**config.mk**
```make
export PLATFORM = sky130hd
export DESIGN_NAME = cb_seq_ctrl
export DESIGN_NICKNAME = d
export VERILOG_FILES = /design/src/rtl/cb_seq_ctrl_pkg.sv /design/src/rtl/cb_seq_ctrl_byte_step_counter.sv /design/src/rtl/cb_seq_ctrl.sv
export SDC_FILE = /design/constraint.sdc
export NUM_CORES = 1
export LEC_CHECK = 0
export ABC_AREA = 1
export CORE_ASPECT_RATIO = 1.2
export CORE_UTILIZATION = 45
export DETAILED_ROUTE_END_ITERATION = 8
export PLACE_DENSITY = 0.74
export SETUP_SLACK_MARGIN = 0.05
export SYNTH_ARGS = -nofsm -noshare
export SYNTH_HDL_FRONTEND = slang
export SYNTH_SLANG_ARGS = --single-unit
export TNS_END_PERCENT = 100
```
**constraint.sdc**
```tcl
create_clock -name clk -period 1.9 [get_ports clk]
set_clock_uncertainty 0.15 [all_clocks]
set_input_delay 0.38 -clock clk [delete_from_list [all_inputs] [get_ports clk]]
set_output_delay 0.38 -clock clk [all_outputs]
set_load 0.02 [all_outputs]
```
**src/rtl/cb_seq_ctrl_pkg.sv**
```systemverilog
// Shared definitions for the code-block sequencer: state encoding, block
// geometry constants and the byte-length helper used by the controller.
package cb_seq_ctrl_pkg;

    localparam int SMALL_BITS = 1056;
    localparam int LARGE_BITS = 6144;
    localparam int BYTE_SHIFT = 3;
    localparam int ADDR_W     = 13;
    localparam int BCNT_W     = 10;

    typedef enum logic [2:0] {
        ST_IDLE   = 3'd0,
        ST_LOAD   = 3'd1,
        ST_ENCODE = 3'd2,
        ST_TAIL   = 3'd3,
        ST_DONE   = 3'd4
    } state_t;

    // Index of the final byte of a block: 131 for small, 767 for large.
    function automatic logic [BCNT_W-1:0] last_byte_of(input logic size,
                                                       input int   small_bits,
                                                       input int   large_bits);
        int bits;
        bits = size ? large_bits : small_bits;
        return BCNT_W'((bits >> BYTE_SHIFT) - 1);
    endfunction

endpackage

```
**src/rtl/cb_seq_ctrl_byte_step_counter.sv**
```systemverilog
// Byte-granular block counter. Produces the byte index, the matching buffer
// bit address (index * 8) and a flag when the index reaches the last byte.
module byte_step_counter
    import cb_seq_ctrl_pkg::*;
(
    input  logic              clk,
    input  logic              reset,
    input  logic              clr,
    input  logic              en,
    input  logic [BCNT_W-1:0] last_byte,
    output logic [BCNT_W-1:0] cnt,
    output logic [ADDR_W-1:0] addr,
    output logic              at_last
);

    logic [BCNT_W-1:0] cnt_q;
    logic [BCNT_W-1:0] cnt_d;

    // Next count: clear wins over increment, otherwise hold.
    always_comb begin
        // NOTE: default assignment first so every path assigns cnt_d; no latch.
        cnt_d = cnt_q;
        if (clr) begin
            cnt_d = '0;
        end else if (en) begin
            cnt_d = cnt_q + BCNT_W'(1);
        end
    end

    // Count register with synchronous reset.
    always_ff @(posedge clk) begin
        // NOTE: non-blocking so all flops update together from pre-edge values.
        if (reset) begin
            cnt_q <= '0;
        end else begin
            cnt_q <= cnt_d;
        end
    end

    assign cnt     = cnt_q;
    assign addr    = {cnt_q, {BYTE_SHIFT{1'b0}}};
    assign at_last = (cnt_q == last_byte);

endmodule

```
**src/rtl/cb_seq_ctrl.sv**
```systemverilog
// Code-block sequencer: loads one turbo code block into the buffer, streams
// its read addresses to the encoder, runs trellis termination, then pulses
// done. abort and reset discard the block at any point.
module cb_seq_ctrl #(
    parameter int SMALL_BITS  = cb_seq_ctrl_pkg::SMALL_BITS,
    parameter int LARGE_BITS  = cb_seq_ctrl_pkg::LARGE_BITS,
    parameter int TAIL_CYCLES = 4
) (
    input  logic                               clk,
    input  logic                               reset,
    input  logic                               start,
    input  logic                               block_size,
    input  logic                               abort,
    input  logic                               in_valid,
    output logic                               in_ready,
    output logic                               wr_en,
    output logic [cb_seq_ctrl_pkg::ADDR_W-1:0] wr_addr,
    output logic                               rd_en,
    output logic [cb_seq_ctrl_pkg::ADDR_W-1:0] rd_addr,
    output logic                               rd_last,
    output logic                               tail_en,
    output logic                               busy,
    output logic                               done
);

    import cb_seq_ctrl_pkg::*;

    localparam int TCNT_W = (TAIL_CYCLES > 1) ? $clog2(TAIL_CYCLES) : 1;

    state_t              state_q;
    state_t              state_d;
    logic                size_q;
    logic                size_d;
    logic [TCNT_W-1:0]   tail_cnt_q;
    logic [TCNT_W-1:0]   tail_cnt_d;

    logic                cnt_clr;
    logic                cnt_en;
    logic [BCNT_W-1:0]   byte_cnt;
    logic [BCNT_W-1:0]   last_byte;
    logic [ADDR_W-1:0]   cnt_addr;
    logic                at_last;

    assign last_byte = last_byte_of(size_q, SMALL_BITS, LARGE_BITS);

    byte_step_counter u_byte_cnt (
        .clk       (clk),
        .reset     (reset),
        .clr       (cnt_clr),
        .en        (cnt_en),
        .last_byte (last_byte),
        .cnt       (byte_cnt),
        .addr      (cnt_addr),
        .at_last   (at_last)
    );

    // Next-state, counter control and all outputs; abort overrides every
    // other transition and silences the strobes of its own cycle.
    always_comb begin
        state_d    = state_q;
        size_d     = size_q;
        tail_cnt_d = tail_cnt_q;
        cnt_clr    = 1'b0;
        cnt_en     = 1'b0;
        in_ready   = 1'b0;
        wr_en      = 1'b0;
        wr_addr    = '0;
        rd_en      = 1'b0;
        rd_addr    = '0;
        rd_last    = 1'b0;
        tail_en    = 1'b0;
        busy       = 1'b0;
        done       = 1'b0;

        unique case (state_q)
            ST_IDLE: begin
                if (start) begin
                    size_d  = block_size;
                    cnt_clr = 1'b1;
                    state_d = ST_LOAD;
                end
            end

            ST_LOAD: begin
                busy     = 1'b1;
                in_ready = 1'b1;
                if (abort) begin
                    cnt_clr    = 1'b1;
                    tail_cnt_d = '0;
                    state_d    = ST_IDLE;
                end else if (in_valid) begin
                    wr_en   = 1'b1;
                    wr_addr = cnt_addr;
                    if (at_last) begin
                        cnt_clr = 1'b1;
                        state_d = ST_ENCODE;
                    end else begin
                        cnt_en = 1'b1;
                    end
                end
            end

            ST_ENCODE: begin
                busy = 1'b1;
                if (abort) begin
                    cnt_clr    = 1'b1;
                    tail_cnt_d = '0;
                    state_d    = ST_IDLE;
                end else begin
                    rd_en   = 1'b1;
                    rd_addr = cnt_addr;
                    if (at_last) begin
                        rd_last    = 1'b1;
                        cnt_clr    = 1'b1;
                        tail_cnt_d = TCNT_W'(TAIL_CYCLES - 1);
                        state_d    = ST_TAIL;
                    end else begin
                        cnt_en = 1'b1;
                    end
                end
            end

            ST_TAIL: begin
                busy = 1'b1;
                if (abort) begin
                    cnt_clr    = 1'b1;
                    tail_cnt_d = '0;
                    state_d    = ST_IDLE;
                end else begin
                    tail_en = 1'b1;
                    if (tail_cnt_q == '0) begin
                        state_d = ST_DONE;
                    end else begin
                        tail_cnt_d = tail_cnt_q - TCNT_W'(1);
                    end
                end
            end

            ST_DONE: begin
                busy    = 1'b1;
                state_d = ST_IDLE;
                if (abort) begin
                    cnt_clr    = 1'b1;
                    tail_cnt_d = '0;
                end else begin
                    done = 1'b1;
                end
            end

            default: begin
                cnt_clr    = 1'b1;
                tail_cnt_d = '0;
                state_d    = ST_IDLE;
            end
        endcase
    end

    // State, latched block size and tail counter, synchronously reset.
    always_ff @(posedge clk) begin
        if (reset) begin
            state_q    <= ST_IDLE;
            size_q     <= 1'b0;
            tail_cnt_q <= '0;
        end else begin
            state_q    <= state_d;
            size_q     <= size_d;
            tail_cnt_q <= tail_cnt_d;
        end
    end

    // The byte counter must never run past the terminal byte of the block.
    always_ff @(posedge clk) begin
        if (!reset && busy) begin
            assert (byte_cnt <= last_byte);
        end
    end

endmodule

```
# Word level (Yosys, flattened, before mapping)
# Index checks and enable logic that the tools add are counted.
# totals
regBits	16
input_bits	6
out_inout_bits	33
# classes
n_addsub	3
n_eq_ne	12
muxes	44
n_bitwise	1
reduce_logical	9
# op_table
op	count
two-way mux 13 bit	6
two-way mux 3 bit	8
two-way mux 1 bit	21
!= test 3 bit (second input constant)	5
one-hot mux 3 bit (4 select lines)	1
adder 10 x 1 -> 10 bit (second input constant)	1
== test 10 bit	1
two-way mux 2 bit	5
subtractor 10 x 1 -> 10 bit (second input constant)	1
one-hot mux 2 bit (4 select lines)	1
== test 3 x 2 -> 1 bit (second input constant)	2
OR reduction 2 bit	3
AND reduction 5 bit	1
one-hot mux 1 bit (4 select lines)	1
AND reduction 4 bit	1
OR reduction 4 bit	1
== test 3 x 1 -> 1 bit (second input constant)	1
== test 3 bit (second input constant)	1
logical NOT 3 bit	1
logical NOT 2 bit	1
!= test 2 x 1 -> 1 bit (second input constant)	1
!= test 2 bit (second input constant)	1
one-hot mux 1 bit (2 select lines)	1
AND reduction 2 bit	1
other kinds (2)	2

# Longest topological paths before layout
# depth
ltp_word	8
mapped_depth	11
ltp_nobuf	11

# Cells and area by module
# From an unflattened synthesis, not the netlist that was laid out.
# unflattened
hier_cells	233
area_unflattened_um2	1390.1
# by_module_without_submodules
module	n_inst	cells_per_inst	area_per_inst_um2	seq_area_each_um2
cb_seq_ctrl	1	132	695.7	120.1
byte_step_counter	1	101	694.4	200.2

# Worst setup path before layout
# No wires, ideal clock.
# synth_timing
kind	input to output
from	in abort
to	out rd_addr[10] (netlist bit)
t_arrival_ns	1.292
slack_ns	0.078
path_stages	5
n_path_buf	2
path_cell_list	buf_2 -> nor2_8 -> inv_2 -> clkbuf_1 -> nor2_1
# synth_via
elab_chain_len	2
# synth_rtl
item	line_no	source
start: declaration	cb_seq_ctrl.sv:13	input logic abort,
two-way mux 13 bit	cb_seq_ctrl.sv:105	if (abort) begin
two-way mux 13 bit	cb_seq_ctrl.sv:75	unique case (state_q)
end: declaration	cb_seq_ctrl.sv:19	output logic [cb_seq_ctrl_pkg::ADDR_W-1:0] rd_addr,
# No other way between the ends.

# Worst setup path in the final report
# layout_timing
from	in in_valid
to	out wr_addr[7] (netlist bit)
# layout_via
elab_chain_len	3
# layout_rtl
item	line_no	source
start: declaration	cb_seq_ctrl.sv:14	input logic in_valid,
two-way mux 13 bit	cb_seq_ctrl.sv:91	end else if (in_valid) begin
two-way mux 13 bit	cb_seq_ctrl.sv:87	if (abort) begin
two-way mux 13 bit	cb_seq_ctrl.sv:75	
end: declaration	cb_seq_ctrl.sv:17	output logic [cb_seq_ctrl_pkg::ADDR_W-1:0] wr_addr,
# No other way between the ends.

==> metrics <==
outcome=complete, but fails checks; failing checks=setup timing; Worst R2R End=u_byte_cnt.cnt[5]; mux contribution to synthesized area=0; Die Outline Area=roughly 0.003 mm²; Synth warnings=0; largest net degree at the start of global routing=13; via count=1491; Critical Path RT=1.37 ns; Synth Register Bits=16; WL final=around 3800 µm; final worst path period share=1.03; Final setup viols=14; CTS Sinks=16; final worst slack=-0.0625 ns; CTS tree=done; ys async rst share=0; largest family of logic cells by synthesized area=simple AND/OR/NAND/NOR gates; Max Fclk=510 MHz; die width=50.2 µm; worst flop-to-flop path startpoint=state_q[2]; root buffer cell=clkbuf_4; count of buffers from port buffering=32; post-synthesis cell type count=32; Synth Area in XOR/XNOR=0.0139; Crit path max-delay family=buffers and inverters; fillers=between 150 and 200; total CTS buffers=3; Hold Crit Start=tail_cnt_q[1]; Total Routing Usage GR=0.271; drt pass-1 iters=4; initial antenna violation count=0; hold path endpoint=tail_cnt_q[1]; WP buf/inv=2; EDFF count, synth=0; setup_tns=-0.503 ns; WL per Instance=roughly 13 µm; DP Area=about 0.0018 mm²; Final min period=1.96 ns; Via density=5.07; cell area after layout=0.00205 mm²; busiest layer in global routing=met2; most frequent cell after synthesis=nor2_1; max-slew violation count=0; Hold/Removal Path Class=reg2reg; Synth area leader=dfxtp_1; final hold vios=0; Post-Synth Simple-Gate Area=0.426; crit path DAT=1.43 ns; critical path, cell by cell=clkdlybuf4s50_1 > nand2_4 > nor2_4 > buf_6; num rows=20; area share of the largest cell type after synthesis=0.255; met1 Use GR=0.248; Post-DP HPWL=2710 µm; startpoint types=primary input; share of post-route cells with drive strength above 1=0.467; Util after Layout=0.786; hold slack=about 0.32 ns; sequential element share of the synthesized area=0.255; Top-Level Pins=39; top_reg_cell synth=dfxtp_1; Pwr Total=between 1 and 1.5 mW; DRC=0; met3 Use GR=0.0407; Adder-Cell Fraction of Synth Area=0.0199; Remaining Overflow, GRT=0; Syn Inst Count=about 190; die height=between 50 and 60 µm; r2r setup slk=0.08 ns; NumNets Final=270; first-pass GRT wire length=6070 µm; CP peak stage delay=0.62 ns; DRT antenna net count=0; Layout area overhead=62.8%; Max IR drop VDD=0.574 mV; crit path kind=in2out; Pleak=0.911 nW; core area=0.00260 mm²; power density over the cells=approximately 540 mW/mm²; via count of the first global-routing pass=roughly 1400; Synth Area in Compound Gates=0.117; Slowest-stage cell, CP=clkdlybuf4s50_1; Clk Latency, worst-skew pair=about 0.30 ns; post-synthesis cell area=approximately 0.0013 mm²; clock tree buffer depth=2; hold path cells=2; clk slew on worst S/H paths=0.10 ns; DRT iter0 DRCs=20; starting density of the core=0.483; Critical Path End Type=output port; Crit Path Max Fanout=6; H-Tree Depth=1; met2 global-route usage=0.541; synth top area cells=dfxtp_1 (25%), nor2_1 (13%), inv_1 (9.0%); Avg Cell Area, Syn=6.48 µm²; GPL Wtd Cong=~0.88; top post-synthesis cells by count=nor2_1 (44), inv_1 (30), nand2_1 (25); Register-to-Register Path Depth=10; RSZ-0062 raised after global routing=yes; max cap viols=0; ANT cells=0
==> area by class of cell <==
cell class	instances	area [µm²]	area share
clock buffers	4	36.3	0.0177
inverters	34	140	0.0685
multi-input cells	139	896	0.438
flip-flops and latches	16	333	0.163
well taps	33	41.3	0.0202
repair buffers	68	599	0.293
==> cells by family (layout without fill, tap and decap cells) <==
group,Yosys count,after routing
simple gates,104,105
buf+inv,45,106
compound gates,24,24
flops,16,16
fa+ha+maj,2,2
xor+xnor,2,2
other cells,1,6
==> per-stage QoR <==
step	setup slack, ns	std cells
after floorplan	0.0776	199
after global placement	-0.571	283
after detailed placement	-0.614	283
after CTS	-0.0547	290
after global routing	-0.0988	294
final	-0.0625	294
==> where the power goes <==
group          switching (mW)  internal (mW)  total, mW
clock network           0.118          0.117      0.235
logic                   0.283          0.189      0.472
registers              0.0227          0.365      0.388
==> how the worst max path moves through the flow <==
stage	startpoint	to	slack, ns	cells after the start
floorplan	abort	rd_addr[10]	0.08	5
global placement	abort	rd_last	-0.57	6
detailed placement	abort	rd_addr[3]	-0.61	6
CTS	u_byte_cnt.cnt[0]	rd_last	-0.05	6
global route	state_q[2]	wr_addr[12]	-0.1	6
finish	in_valid	wr_addr[7]	-0.06	4
==> sequential cells by signal (all words and copies together) (netlist names) <==
signal          cells
size_q              1
state_q             3
u_byte_cnt.cnt     10
tail_cnt_q          2
==> cell usage in the layout (no fill, tap or decap), drive strengths merged <==
cell,synthesis,routed
nand4,4,4
clkdlybuf4s15,0,2
a22oi,1,1
inv,34,34
nor2,47,47
ha,2,2
nand3,10,10
nand2,31,32
a21oi,11,11
xor2,2,2
nor3b,5,5
a31oi,1,1
nor3,7,7
dfxtp,16,16
conb,1,6
buf,9,61
clkdlybuf4s50,0,4
dlygate4sd2,0,1
a211oi,1,1
clkbuf,2,4
o21ai,10,10
==> layer usage <==
layer	part of all wire	wire [µm]
met3	0.027	104
met1	0.37	1380
met5	0	0
met4	0.026	100
met2	0.58	2190
==> repair_timing <==
| item | CTS | global route |
|---|---|---|
| setup buffers | 2 | 4 |
| hold buffers | 0 | 0 |
| cloned | 1 | 0 |
| resized for setup | 158 | 42 |
| pin swaps | 6 | 7 |
| endpoints found under the setup margin | 27 | 29 |
==> worst register-to-register path, cell delays in order (launching register included) <==
cell and delay, ns:
dfxtp_4 0.38, inv_4 0.06, nand3_4 0.07, nor2_4 0.18
nand2_4 0.14, buf_4 0.18, nand2_4 0.07, buf_4 0.10
nand4_1 0.17, nor2_2 0.17, nor3b_2 0.05
Power figures use the tool's default switching activity.
